[src/rtl/servo_pwm_gen.sv]
// servo_pwm_gen: 50 Hz hobby-servo pulse generator driven by an 8-bit angle.
//
// Ports:
//   clk          system clock, rising edge
//   rst          asynchronous, active-high reset
//   angle        requested angle in degrees (clamped to MAX_ANGLE)
//   enable       pulse enable, sampled at the start of each frame
//   pwm_out      registered servo control line
//   frame_start  one-cycle strobe on the first clk of each frame
//   width_us     pulse width in effect for the current frame
//   clamped      high for a frame whose sampled angle exceeded MAX_ANGLE
//
// Optional build macro SERVO_SLEW_LIMIT_EN: the width moves toward its target
// by at most SLEW_US per frame instead of jumping straight to it.
module servo_pwm_gen #(
    parameter int CLK_HZ    = 50000000,
    parameter int FRAME_US  = 20000,
    parameter int MIN_US    = 1000,
    parameter int MAX_US    = 2000,
    parameter int MAX_ANGLE = 180,
    parameter int SLEW_US   = 20
) (
    input  logic        clk,
    input  logic        rst,
    input  logic [7:0]  angle,
    input  logic        enable,
    output logic        pwm_out,
    output logic        frame_start,
    output logic [11:0] width_us,
    output logic        clamped
);
    localparam int DIV   = CLK_HZ / 1000000;
    localparam int PRW   = $clog2(DIV);
    localparam int UW    = $clog2(FRAME_US);
    localparam int RANGE = MAX_US - MIN_US;
    localparam int PNEED = $clog2(MAX_ANGLE * RANGE + 1);
    localparam int PW    = PNEED > 19 ? PNEED : 19;
    localparam int RMW   = $clog2(MAX_ANGLE + 1);
    localparam int CW    = $clog2(PW);
    localparam logic [11:0] RST_W = 12'((MIN_US + MAX_US) / 2);
`ifdef SERVO_SLEW_LIMIT_EN
    localparam int STEP_LIM = SLEW_US;
`else
    // A bound no smaller than the whole range lets every move land in one frame.
    localparam int STEP_LIM = SLEW_US > RANGE ? SLEW_US : RANGE;
`endif

    typedef enum logic [1:0] {S_IDLE, S_LOAD, S_DIV, S_DONE} state_t;
    state_t r_state, w_next;

    logic [PRW-1:0] r_pre;
    logic [UW-1:0]  r_us;
    logic           r_en, r_pwm, r_clamped;
    logic [11:0]    r_width, r_pending, r_quo;
    logic [7:0]     r_angle_s;
    logic [PW-1:0]  r_num;
    logic [RMW-1:0] r_rem;
    logic [CW-1:0]  r_cnt;
    logic           w_tick, w_fs, w_over, w_ge, w_up;
    logic [RMW:0]   w_sh;
    logic [11:0]    w_target, w_diff, w_step;

    assign w_tick      = r_pre == PRW'(DIV - 1);
    assign w_fs        = r_pre == '0 && r_us == '0;
    // Counters sit at zero during reset, so the strobe is masked until release.
    assign frame_start = w_fs && !rst;
    assign w_over      = 32'(angle) > MAX_ANGLE;
    assign pwm_out     = r_pwm;
    assign width_us    = r_width;
    assign clamped     = r_clamped;

    always_ff @(posedge clk or posedge rst) begin
        if (rst) begin
            r_pre <= '0;
            r_us  <= '0;
        end else begin
            r_pre <= w_tick ? '0 : r_pre + 1'b1;
            if (w_tick)
                r_us <= (r_us == UW'(FRAME_US - 1)) ? '0 : r_us + 1'b1;
        end
    end

    // Pulse is high for positions 1..width*DIV of the frame, i.e. while the
    // current position is below width*DIV, which reduces to r_us < width.
    always_ff @(posedge clk or posedge rst) begin
        if (rst) begin
            r_en      <= 1'b0;
            r_pwm     <= 1'b0;
            r_clamped <= 1'b0;
            r_width   <= RST_W;
            r_angle_s <= '0;
        end else begin
            r_pwm <= w_fs ? (enable && r_pending != '0) : (r_en && 32'(r_us) < 32'(r_width));
            if (w_fs) begin
                r_en      <= enable;
                r_width   <= r_pending;
                r_clamped <= w_over;
                r_angle_s <= w_over ? 8'(MAX_ANGLE) : angle;
            end
        end
    end

    always_ff @(posedge clk or posedge rst) begin
        if (rst)
            r_state <= S_IDLE;
        else
            r_state <= w_next;
    end

    always_comb begin
        w_next = r_state;
        case (r_state)
            S_IDLE:  w_next = w_fs ? S_LOAD : S_IDLE;
            S_LOAD:  w_next = S_DIV;
            S_DIV:   w_next = r_cnt == '0 ? S_DONE : S_DIV;
            S_DONE:  w_next = S_IDLE;
            default: w_next = S_IDLE;
        endcase
    end

    // Restoring division of angle_s*RANGE by MAX_ANGLE, one quotient bit per
    // cycle; the quotient never exceeds RANGE, so 12 bits hold it.
    assign w_sh     = {r_rem, r_num[PW-1]};
    assign w_ge     = w_sh >= (RMW+1)'(MAX_ANGLE);
    assign w_target = 12'(MIN_US) + r_quo;
    assign w_up     = w_target > r_pending;
    assign w_diff   = w_up ? w_target - r_pending : r_pending - w_target;
    assign w_step   = 32'(w_diff) > STEP_LIM ? 12'(STEP_LIM) : w_diff;

    always_ff @(posedge clk or posedge rst) begin
        if (rst) begin
            r_num     <= '0;
            r_rem     <= '0;
            r_quo     <= '0;
            r_cnt     <= '0;
            r_pending <= RST_W;
        end else if (r_state == S_LOAD) begin
            r_num <= PW'(r_angle_s) * PW'(RANGE);
            r_rem <= '0;
            r_quo <= '0;
            r_cnt <= CW'(PW - 1);
        end else if (r_state == S_DIV) begin
            r_num <= r_num << 1;
            r_rem <= RMW'(w_ge ? w_sh - (RMW+1)'(MAX_ANGLE) : w_sh);
            r_quo <= {r_quo[10:0], w_ge};
            r_cnt <= r_cnt - 1'b1;
        end else if (r_state == S_DONE) begin
            r_pending <= w_up ? r_pending + w_step : r_pending - w_step;
        end
    end
endmodule

[config.mk]
export PLATFORM = sky130hd
export DESIGN_NAME = servo_pwm_gen
export DESIGN_NICKNAME = d
export VERILOG_FILES = /design/src/rtl/servo_pwm_gen.sv
export SDC_FILE = /design/constraint.sdc
export NUM_CORES = 1
export LEC_CHECK = 0
export BUFFER_PORTS_ARGS = -buffer_cell sky130_fd_sc_hd__buf_4
export CAP_MARGIN = 20
export CORE_MARGIN = 1
export CORE_UTILIZATION = 68
export CTS_CLUSTER_SIZE = 20
export DETAILED_ROUTE_END_ITERATION = 8
export PLACE_DENSITY = 0.86
export SYNTH_ARGS = -nofsm -noshare
export SYNTH_HDL_FRONTEND = slang
export SYNTH_SLANG_ARGS = --single-unit
[constraint.sdc]
create_clock -name clk -period 9.7 [get_ports clk]
set_input_delay 0.485 -clock clk [delete_from_list [all_inputs] [get_ports clk]]
set_output_delay 0.485 -clock clk [all_outputs]
set_load 0.05 [all_outputs]
* Word-level counts from Yosys, hierarchy flattened
Cells that the tools add are included.
Word-level totals: word-level logic and storage cells 66, output and inout bits 15, input port bits 11, register bits after elaboration 102
Cells by class: multipliers 1, add/subtract/negate cells 9, multiplexer cells 19, eq/ne operators 5, bitwise gates (word level) 2, $lt $le $gt $ge 5, reduce and logical (&&, ||, !) cells 12
Operator list (number):
- $mux 12 | 5
- $mux 19 | 2
- $sub 12x12->12 | 3
- $mux 8 | 4
- $add 15x1->15 const B | 1
- $eq 15x15->1 const B | 1
- $logic_not 15->1 | 1
- $lt 15x12->1 | 1
- $mul 8x7->15 const B | 1
- $mux 15 | 1
- $add 10x12->12 const A | 1
- $add 12x12->12 | 1
- $gt 12x10->1 const B | 1
- $gt 12x12->1 | 1
- $reduce_bool 12->1 | 1
- $mux 5 | 2
- $ge 9x8->1 const B | 1
- $gt 8x8->1 const B | 1
- $pmux 2 s4 | 1
- $sub 8x8->8 const B | 1
- $add 6x1->6 const B | 1
- $eq 6x6->1 const B | 1
- $logic_not 6->1 | 1
- $mux 6 | 1
- 11 further kinds | 18

* Logic depth before layout (Yosys ltp)
Gate-level depths: netlist of the first run.
depth after elaboration 7, depth in mapped cells 32, gate-level depth less buffers 30

* Worst setup path before layout of the first run
No wires, ideal clock.
kind reg-to-reg, start register r_quo[5], end register r_pending[11], library setup time 0.070 ns, stages on the path, launching flop included 29, setup slack 3.887 ns, arrival 5.742 ns, period minus slack after synthesis 5.813 ns, required time 9.630 ns, path through dfrtp_1 > clkbuf_1 > nor4_1 > nand2_1 > o21ai_0 > xnor2_1 > ha_1 > nand2_1 > o21ai_0 > or2b_2 > nand2_2 > mux2i_1 > xnor2_1 > o41ai_4 > nor2_1 > inv_1 > ha_1 > a21oi_1 > ha_1 > nor2b_1 > o21ai_0 > a21oi_1 > o211ai_1 > a21oi_1 > o31ai_1 > a21oi_1 > nand3b_1 > o221a_2 > nand4_1
Between the ends: word-level cells in the longest chain between the ends 7, elaborated cells on any way between the ends 10
Ends and longest elaborated chain:
- from (decl) | line 54 | logic [11:0] r_width, r_pending, r_quo;
- from (signal assigned) | line 145 | r_quo <= {r_quo[10:0], w_ge};
- $add 10x12->12 * | line 125 | assign w_target = 12'(MIN_US) + r_quo;
- $sub 12x12->12 / $gt 12x12->1 (equally long branches) | line 127, 126
- $mux 12 | line 127 | assign w_diff = w_up ? w_target - r_pending : r_pending - w_target;
- $gt 12x10->1 | line 128 | assign w_step = 32'(w_diff) > STEP_LIM ? 12'(STEP_LIM) : w_diff;
- $mux 12 | line 128
- $sub 12x12->12 / $add 12x12->12 (equally long branches) | line 148 | r_pending <= w_up ? r_pending + w_step : r_pending - w_step;
- $mux 12 * | line 148
- to (signal assigned) | line 148
- to (decl) | line 54
Mark *: on every way between the ends. The rest lies on a longest branch, timed or not. A chain may end at the register's enable or synchronous reset.

* Worst setup path after layout of the first run
start register r_quo[3], end register r_pending[11]
Same word-level chain as after synthesis.

==> flow_summary.json, run 1 <==
{
  "outcome": "complete, but fails checks",
  "violations": "design-rule violations",
  "clock-sinks": 99,
  "synth-compound-area-share": 0.181,
  "chipHeight_um": 112,
  "stdcell_area_um2": 8840,
  "synth_seq_cells": 99,
  "worst_ep_required_time_ps": 10000,
  "die_area_um2": 12600,
  "path_delay_family": "compound AO/OA/AOI/OAI gates",
  "postCtsSetupRepairBufs": 0,
  "overflow": 0,
  "dp_hpwl_um": 13900,
  "antenna_found_initial": 0,
  "synthMuxAreaShare": 0.0207,
  "drc": 2,
  "htreeDepth": 3,
  "post_dp_cell_area_um2": 8540,
  "synthesis.area_um2": 8260,
  "ctsResizeCount": 0,
  "cp_max_fo": 19,
  "diodes": 0,
  "num_rows": 39,
  "cpPeakStageDelay_ps": 600,
  "synth-main-ff-cell": "dfrtp_1",
  "via_per_inst": 6.22,
  "r2r_setup_slack_ps": 2870,
  "finalCriticalPeriod_ps": 6830,
  "final_nets": 1067,
  "end_kind": "flip-flop",
  "drv_slew": 0,
  "crit_path_start_kind": "flip-flop",
  "ant_nets": 0,
  "dr.pass1.iters": 9,
  "clock_latency_ps": 360,
  "drt-total-wl_um": 18900,
  "io_buffers": 25,
  "syn-instance-count": 924,
  "coreArea_um2": 11600,
  "period_share": 0.704,
  "drive_gt1_frac": 0.0968,
  "avgSynthCellArea_um2": 8.94,
  "cp.arrival_ps": 7130,
  "slowest_stage": "ha_1",
  "grt_pass1_vias": 6789,
  "finalSetupTns_ps": 0,
  "synth_adder_area_share": 0.206,
  "synth_cell_types": 81,
  "start_util": 0.711,
  "max_freq_mhz": 146,
  "yosysMostFrequentCell": "inv_1",
  "rsz0062_at_grt": "no",
  "cts_tree": "built",
  "setup_violations": 0,
  "synth_edf_count": 0,
  "synth_top_cells_by_area": "dfrtp_1 (26%), ha_1 (15%), fa_1 (6.1%)",
  "num_vias": 6737,
  "maxCapViolations": 0,
  "grt_max_degree": 75,
  "synthArstFlopShare": 1.00,
  "gp_congestion": 0.908,
  "grtUsageTotal": 0.324,
  "fillers": 820,
  "fp.dieW_um": 112,
  "relSlewSlack": 0.347,
  "path_buf_inv": 2,
  "synth_top_family_by_area": "adder cells",
  "crit_type": "flip-flop to flip-flop",
  "fin_util": 0.761,
  "cts_buffers": 9,
  "synth_top_area_frac": 0.257,
  "cts_root_buffer": "clkbuf_16",
  "clockBufferDepth": 2,
  "pin_count": 26,
  "finalHoldViolations": 0,
  "hp-class": "input pin to async pin",
  "crit_path_frequent_cell": "ha_1",
  "grt_pass1_wl_um": 32300,
  "worstMarginPinSlew_ps": 979,
  "routedWlPerCell_um": 17.5,
  "synthXorXnorAreaFrac": 0.0624,
  "hold_ws_ps": 160,
  "clock_skew_ps": 10.2,
  "synth_common_cells": "inv_1 (101), ha_1 (96), dfrtp_1 (85)",
  "synth-simple-area-share": 0.165,
  "clk_pin_slew_worst_paths_ps": 70,
  "synth_seq_area_share": 0.302,
  "cts_hold_buf": 0,
  "yosys_warnings": 0,
  "areaGrowthSynthToFinish_pct": 7.03,
  "syn_nets": 1056,
  "yosys.area.top_type": "dfrtp_1",
  "drt_first_iter_violations": 437
}
[registers in the layout (all words and copies together) (netlist names), 2 cells and up]
register and count:
r_angle_s 8, r_quo 12, r_us 15, r_cnt 5, r_state 2, width_us 12, r_num 16, r_pending 12
r_rem 8, r_pre 6
[area by class of cell]
cell class	count	area [um2]	share of cell area
Multi-Input combinational cell	693	5250	0.594
Sequential cell	99	2490	0.282
Inverter	101	382	0.0432
Clock buffer	11	264	0.0299
Timing Repair Buffer	31	233	0.0263
Tap cell	143	179	0.0202
Clock inverter	5	41.3	0.00467
[layer usage]
metal  vias to the layer above  wire [um]  global-route usage
met5                         -          0                   0
met4                         0        719               0.155
met3                        44        942              0.0400
met2                       212       9180               0.556
met1                      3238       8070               0.410
li1                       3243          -                   -
[worst register-to-register path: stages, from the launching register on]
cell and delay [ps]:
dfrtp_1 460, ha_1 280, nor3_1 220, xnor2_1 120, ha_1 600, nand4_2 220, a21oi_1 370, o21ai_1 230
nand2_2 350, mux2i_1 340, xnor2_1 210, o41ai_4 600, nor2_1 120, inv_1 80, ha_1 150, nand3_1 150
nor2_1 250, mux2i_1 230, a22oi_1 90, ha_1 340, inv_1 60, a21oi_1 220, o31ai_1 130, a21oi_1 390
or4b_1 480, nand4_1 90
[cell families after synthesis]
kind of cell             Yosys count
adder cells (fa/ha/maj)          121
AND/OR/NAND/NOR                  272
AO/OA/AOI/OAI                    225
buffers and inverters            132
flip-flops                        99
XOR/XNOR                          58
multiplexers                      17
[layout by cell type (no fill, tap or decap), drive strengths merged, types with 7 or more instances in the layout]
cell / n
inv: 104
ha: 96
dfrtp: 85
nand2: 78
nor2: 70
a21oi: 63
o21ai: 57
xnor2: 46
buf: 31
o22ai: 25
fa: 25
nand3: 22
nor3: 22
mux2i: 16
dfstp: 14
nor2b: 13
xor2: 12
nand4: 12
a21o: 11
clkbuf: 11
nor4: 11
nand3b: 10
o21bai: 9
a31oi: 8
o21a: 8
or3: 7
[final timing paths]
| kind | startpoint | endpoint | cells past startpoint |
|---|---|---|---|
| setup / recovery | r_quo[3] | r_pending[11] | 25 |
| hold / removal | rst | r_us[2] | 2 |
| setup reg to reg | r_quo[3] | r_pending[11] | 25 |
| hold reg to reg | r_cnt[4] | r_state[0] | 1 |
| min in group clk | enable | r_en | 3 |
| max in group asynchronous | rst | r_angle_s[4] | 3 |
[per-stage QoR]
stage          instances  setup WS, ps
6_report            1083          2870
5_1_grt             1083          2220
4_1_cts             1083          3010
3_5_place_dp        1067          3040
3_3_place_gp        1067          3220
2_1_floorplan        924          3890
Power of run 1 is left out: the tool's default activity adds up to more than one toggle a clock period on the data nets, which glitch-free logic cannot reach.
==> run 2: changes to the inputs <==
- ABC_AREA: not set -> 1
- CORE_UTILIZATION: 68 -> 64
- PLACE_DENSITY: 0.86 -> 0.82
- clock period: 9.7 -> 6.35 ns (I/O delays scaled with it)
==> flow_summary.json, run 2 <==
{
  "outcome": "finished, final reports clean",
  "pin_count": 26,
  "synth_top_area_frac": 0.250,
  "post_dp_cell_area_um2": 8860,
  "slowest_stage": "dfrtp_1",
  "coreArea_um2": 12800,
  "cts_buffers": 9,
  "cts_tree": "built",
  "final_common_cell": "nand2_1",
  "yosysMostFrequentCell": "nand2_1",
  "yosys_warnings": 0,
  "fp.dieW_um": 117,
  "synth-simple-area-share": 0.241,
  "ant_nets": 0,
  "hp-class": "input pin to flip-flop",
  "synth_seq_area_share": 0.293,
  "clock_latency_ps": 350,
  "final_nets": 1303,
  "finalHoldViolations": 0,
  "relSlewSlack": 0.398,
  "drt-total-wl_um": 20300,
  "clockBufferDepth": 2,
  "synth_adder_area_share": 0.200,
  "drt_first_iter_violations": 616,
  "start_util": 0.666,
  "crit_path_start_kind": "flip-flop",
  "layout_common_cells": "nand2_1 (246), inv_1 (213), ha_1 (93), dfrtp_1 (85), nor2_1 (74)",
  "synth_common_cells": "nand2_1 (247), inv_1 (214), ha_1 (96)",
  "r2r_setup_slack_ps": 490,
  "grt_pass1_wl_um": 33800,
  "synthMuxAreaShare": 0,
  "overflow": 0,
  "cp.arrival_ps": 6120,
  "drive_gt1_frac": 0.105,
  "fin_util": 0.737,
  "hold_ws_ps": 180,
  "drc": 0,
  "avgSynthCellArea_um2": 7.52,
  "clock-sinks": 99,
  "clock_skew_ps": 10.1,
  "synthArstFlopShare": 1.00,
  "period_share": 0.923,
  "clk_pin_slew_worst_paths_ps": 70,
  "chipHeight_um": 117,
  "antenna_found_initial": 0,
  "finalSetupTns_ps": 0,
  "cts_root_buffer": "clkbuf_16",
  "end_kind": "flip-flop",
  "top_regs": "r_num x16, r_us x15",
  "fillers": 993,
  "max_freq_mhz": 171,
  "synthesis.area_um2": 8510,
  "num_vias": 7556,
  "worstMarginPinSlew_ps": 900,
  "die_area_um2": 13800,
  "via_per_inst": 5.61,
  "syn-instance-count": 1132,
  "synthXorXnorAreaFrac": 0.0309,
  "syn_nets": 1264,
  "cpPeakStageDelay_ps": 420,
  "io_buffers": 25,
  "num_rows": 41,
  "synth_edf_count": 0,
  "worst_ep_required_time_ps": 6610,
  "finalCriticalPeriod_ps": 5860,
  "synth_seq_cells": 99,
  "gp_congestion": 0.934,
  "crit_type": "flip-flop to flip-flop",
  "htreeDepth": 3,
  "areaGrowthSynthToFinish_pct": 10.7,
  "grt_max_degree": 86,
  "yosys.area.top_type": "dfrtp_1",
  "cp_max_fo": 9,
  "synth-main-ff-cell": "dfrtp_1",
  "drv_slew": 0,
  "synth_top_cells_by_area": "dfrtp_1 (25%), ha_1 (14%), nand2_1 (11%)",
  "top_register": "r_num",
  "grtUsageTotal": 0.304,
  "synth-compound-area-share": 0.127,
  "crit_path_frequent_cell": "nor2_1",
  "dp_hpwl_um": 15400,
  "grt_pass1_vias": 7123,
  "maxCapViolations": 0,
  "setup_violations": 0,
  "diodes": 0,
  "routedWlPerCell_um": 15.0,
  "synth_top_family_by_area": "simple AND/OR/NAND/NOR gates",
  "largest_reg_flops": 16,
  "dr.pass1.iters": 5,
  "synth_cell_types": 56,
  "stdcell_area_um2": 9420
}
-- run 2: path summary, 6_finish.rpt --
path	start	to	cells after the start
max in group asynchronous	rst	r_pending[10]	5
worst max-delay path	r_quo[5]	r_pending[10]	42
worst min-delay path	angle[6]	r_angle_s[6]	3
worst min register to register	r_pending[11]	r_pending[11]	2
worst max register to register	r_quo[5]	r_pending[10]	42
min in group asynchronous	rst	r_us[10]	3
-- run 2: kinds of logic (layout without fill, tap and decap cells) --
| group | count (synthesis) | in the layout |
|---|---|---|
| flops | 99 | 99 |
| buf+inv | 241 | 285 |
| simple gates | 465 | 465 |
| xor+xnor | 30 | 30 |
| compound gates | 176 | 176 |
| fa+ha+maj | 121 | 121 |
-- run 2: stage by stage --
stage | worst slack, ps | instances
2_1_floorplan | 909 | 1132
3_3_place_gp | 482 | 1312
3_5_place_dp | 281 | 1313
4_1_cts | 203 | 1330
5_1_grt | -91.4 | 1348
6_report | 491 | 1348
-- run 2: timing repair --
item	4_1_cts	5_1_grt
hold buffers	1	0
resized for setup	0	17
setup endpoints to repair	0	2
buffers inserted	0	17
hold endpoints to repair	14	0
-- run 2: critical path: cells and delay by family (launching register included) --
kind / cells / cell delay, ps
AO/OA/AOI/OAI: 7 / 1040
AND/OR/NAND/NOR: 25 / 2490
adder cells (fa/ha/maj): 3 / 1060
buffers and inverters: 5 / 490
flip-flops: 1 / 420
XOR/XNOR: 2 / 270
-- run 2: layout make-up --
type	instances	area, um2	area share
Clock buffer	10	239	0.0254
Sequential cell	99	2490	0.265
Multi-Input combinational cell	792	5150	0.546
Tap cell	172	215	0.0228
Clock inverter	6	93.8	0.00996
Inverter	222	848	0.0901
Timing Repair Buffer	47	383	0.0406
-- run 2: layer usage --
metal / up-vias / wire (um) / part of all wire / track usage
met4: 0 / 267 / 0.013 / 0.0893
met2: 201 / 9550 / 0.47 / 0.493
met5: - / 0 / 0 / 0
met1: 3580 / 9290 / 0.46 / 0.423
li1: 3753 / - / - / -
met3: 22 / 1160 / 0.057 / 0.0438
Power of run 2 is left out for the same reason.
==> run 3: changes to the inputs <==
- CELL_PAD_IN_SITES_DETAIL_PLACEMENT: not set -> 0
- CELL_PAD_IN_SITES_GLOBAL_PLACEMENT: not set -> 2
- CORE_UTILIZATION: 64 -> 38
- CTS_BUF_LIST: not set -> sky130_fd_sc_hd__clkbuf_8 sky130_fd_sc_hd__clkbuf_16
- PLACE_DENSITY: 0.82 -> not set
- PLACE_DENSITY_LB_ADDON: not set -> 0.1
==> flow_summary.json, run 3 (synthesis gave the netlist of run 2 again) <==
{
  "start_util": 0.389,
  "finalCriticalPeriod_ps": 5810,
  "outcome": "finished, final reports clean",
  "top_register": "r_num",
  "dp_hpwl_um": 17900,
  "grt_pass1_vias": 6973,
  "via_per_inst": 4.98,
  "num_vias": 7223,
  "final_common_cell": "nand2_1",
  "drt-total-wl_um": 22200,
  "clock-sinks": 99,
  "chipHeight_um": 152,
  "cp_max_fo": 19,
  "largest_reg_flops": 16,
  "num_rows": 54,
  "die_area_um2": 23000,
  "worstMarginPinSlew_ps": 710,
  "cpPeakStageDelay_ps": 420,
  "diodes": 0,
  "clockBufferDepth": 2,
  "clock_skew_ps": 6.63,
  "pin_count": 26,
  "holdPathStages": 3,
  "clk_pin_slew_worst_paths_ps": 70,
  "crit_type": "flip-flop to flip-flop",
  "slowest_stage": "dfrtp_1",
  "finalHoldViolations": 0,
  "max_freq_mhz": 172,
  "fillers": 2323,
  "cp.arrival_ps": 6080,
  "worst_ep_required_time_ps": 6620,
  "routedWlPerCell_um": 15.3,
  "grt_max_degree": 80,
  "drc": 0,
  "finalSetupTns_ps": 0,
  "period_share": 0.915,
  "setup_violations": 0,
  "antenna_found_initial": 0,
  "layout_common_cells": "nand2_1 (247), inv_1 (214), ha_1 (92), dfrtp_1 (85), nor2_1 (75)",
  "end_kind": "flip-flop",
  "crit_path_frequent_cell": "nor2_1",
  "cts_tree": "built",
  "clock_latency_ps": 350,
  "dr.pass1.iters": 5,
  "grtUsageTotal": 0.208,
  "ant_nets": 0,
  "drive_gt1_frac": 0.0967,
  "gp_congestion": 0.843,
  "crit_path_start_kind": "flip-flop",
  "coreArea_um2": 21900,
  "maxCapViolations": 0,
  "final_nets": 1296,
  "grt_pass1_wl_um": 36700,
  "drv_slew": 0,
  "drt_first_iter_violations": 356,
  "cts_root_buffer": "clkbuf_16",
  "overflow": 0,
  "io_buffers": 25,
  "relSlewSlack": 0.527,
  "r2r_cells": 46,
  "hold_ws_ps": 185,
  "htreeDepth": 3,
  "cts_buffers": 9,
  "areaGrowthSynthToFinish_pct": 11.2,
  "rsz0062_at_grt": "no",
  "fp.dieW_um": 152,
  "top_regs": "r_num x16, r_us x15",
  "hp-class": "input pin to flip-flop"
}
==> run 3: cell count changes in the layout (fill, tap and decap cells not counted), sizes merged <==
cell	change
buf	-7
bufinv	-1
clkinvlp	-1
clkbuf	+1
inv	+1
==> run 3: area by class of cell <==
class	instances	area (um2)	area share
tap	280	350	0.0370
inverter	222	843	0.0891
sequential	99	2490	0.264
timing repair buffer	40	323	0.0341
clock buffer	11	253	0.0267
clock inverter	5	52.6	0.00555
multi-input combinational	792	5150	0.544
==> run 3: path summary, 6_finish.rpt <==
check / from / end / slack (ps)
worst max-delay path: r_quo[3] / r_pending[10] / 540
worst min-delay path: angle[6] / r_angle_s[6] / 190
worst max register to register: r_quo[3] / r_pending[10] / 540
worst min register to register: r_pending[11] / r_pending[11] / 480
max in group asynchronous: rst / r_pending[8] / 4970
min in group asynchronous: rst / r_angle_s[2] / 470
==> run 3: metal layers <==
metal  vias up  part of all wire  GRT usage  wire, um
li1       3743                 -          -         -
met1      3393              0.53      0.316     11900
met2        77              0.43      0.311      9600
met3        10             0.025     0.0290       563
met4         0            0.0063     0.0381       139
met5         -                 0          0         0
==> run 3: worst max-delay path: cells and delay by family (launching register included) <==
family,cells,cell delay [ps]
AO/OA/AOI/OAI,5,550
XOR/XNOR,2,220
adder cells (fa/ha/maj),4,1250
buffers and inverters,6,500
flip-flops,1,420
AND/OR/NAND/NOR,29,2740
==> run 3: stage by stage <==
| step | std cells | cell area [um2] | setup slack (ps) | utilization |
|---|---|---|---|---|
| 2_1_floorplan | 1132 | 8510 | 909 | - |
| 3_3_place_gp | 1425 | 9020 | 306 | 0.412 |
| 3_5_place_dp | 1425 | 9020 | 216 | 0.412 |
| 4_1_cts | 1442 | 9330 | 203 | 0.426 |
| 5_1_grt | 1449 | 9460 | 0.646 | 0.432 |
| 6_report | 1449 | 9460 | 538 | 0.432 |
==> run 3: repair_timing <==
action                                 in CTS  in global routing
resized for setup                           0                 15
hold buffers                                1                  0
endpoints found under the hold margin      20                  0
setup endpoints to repair                   0                  3
setup buffers                               0                  6
Power of run 3 is left out for the same reason.
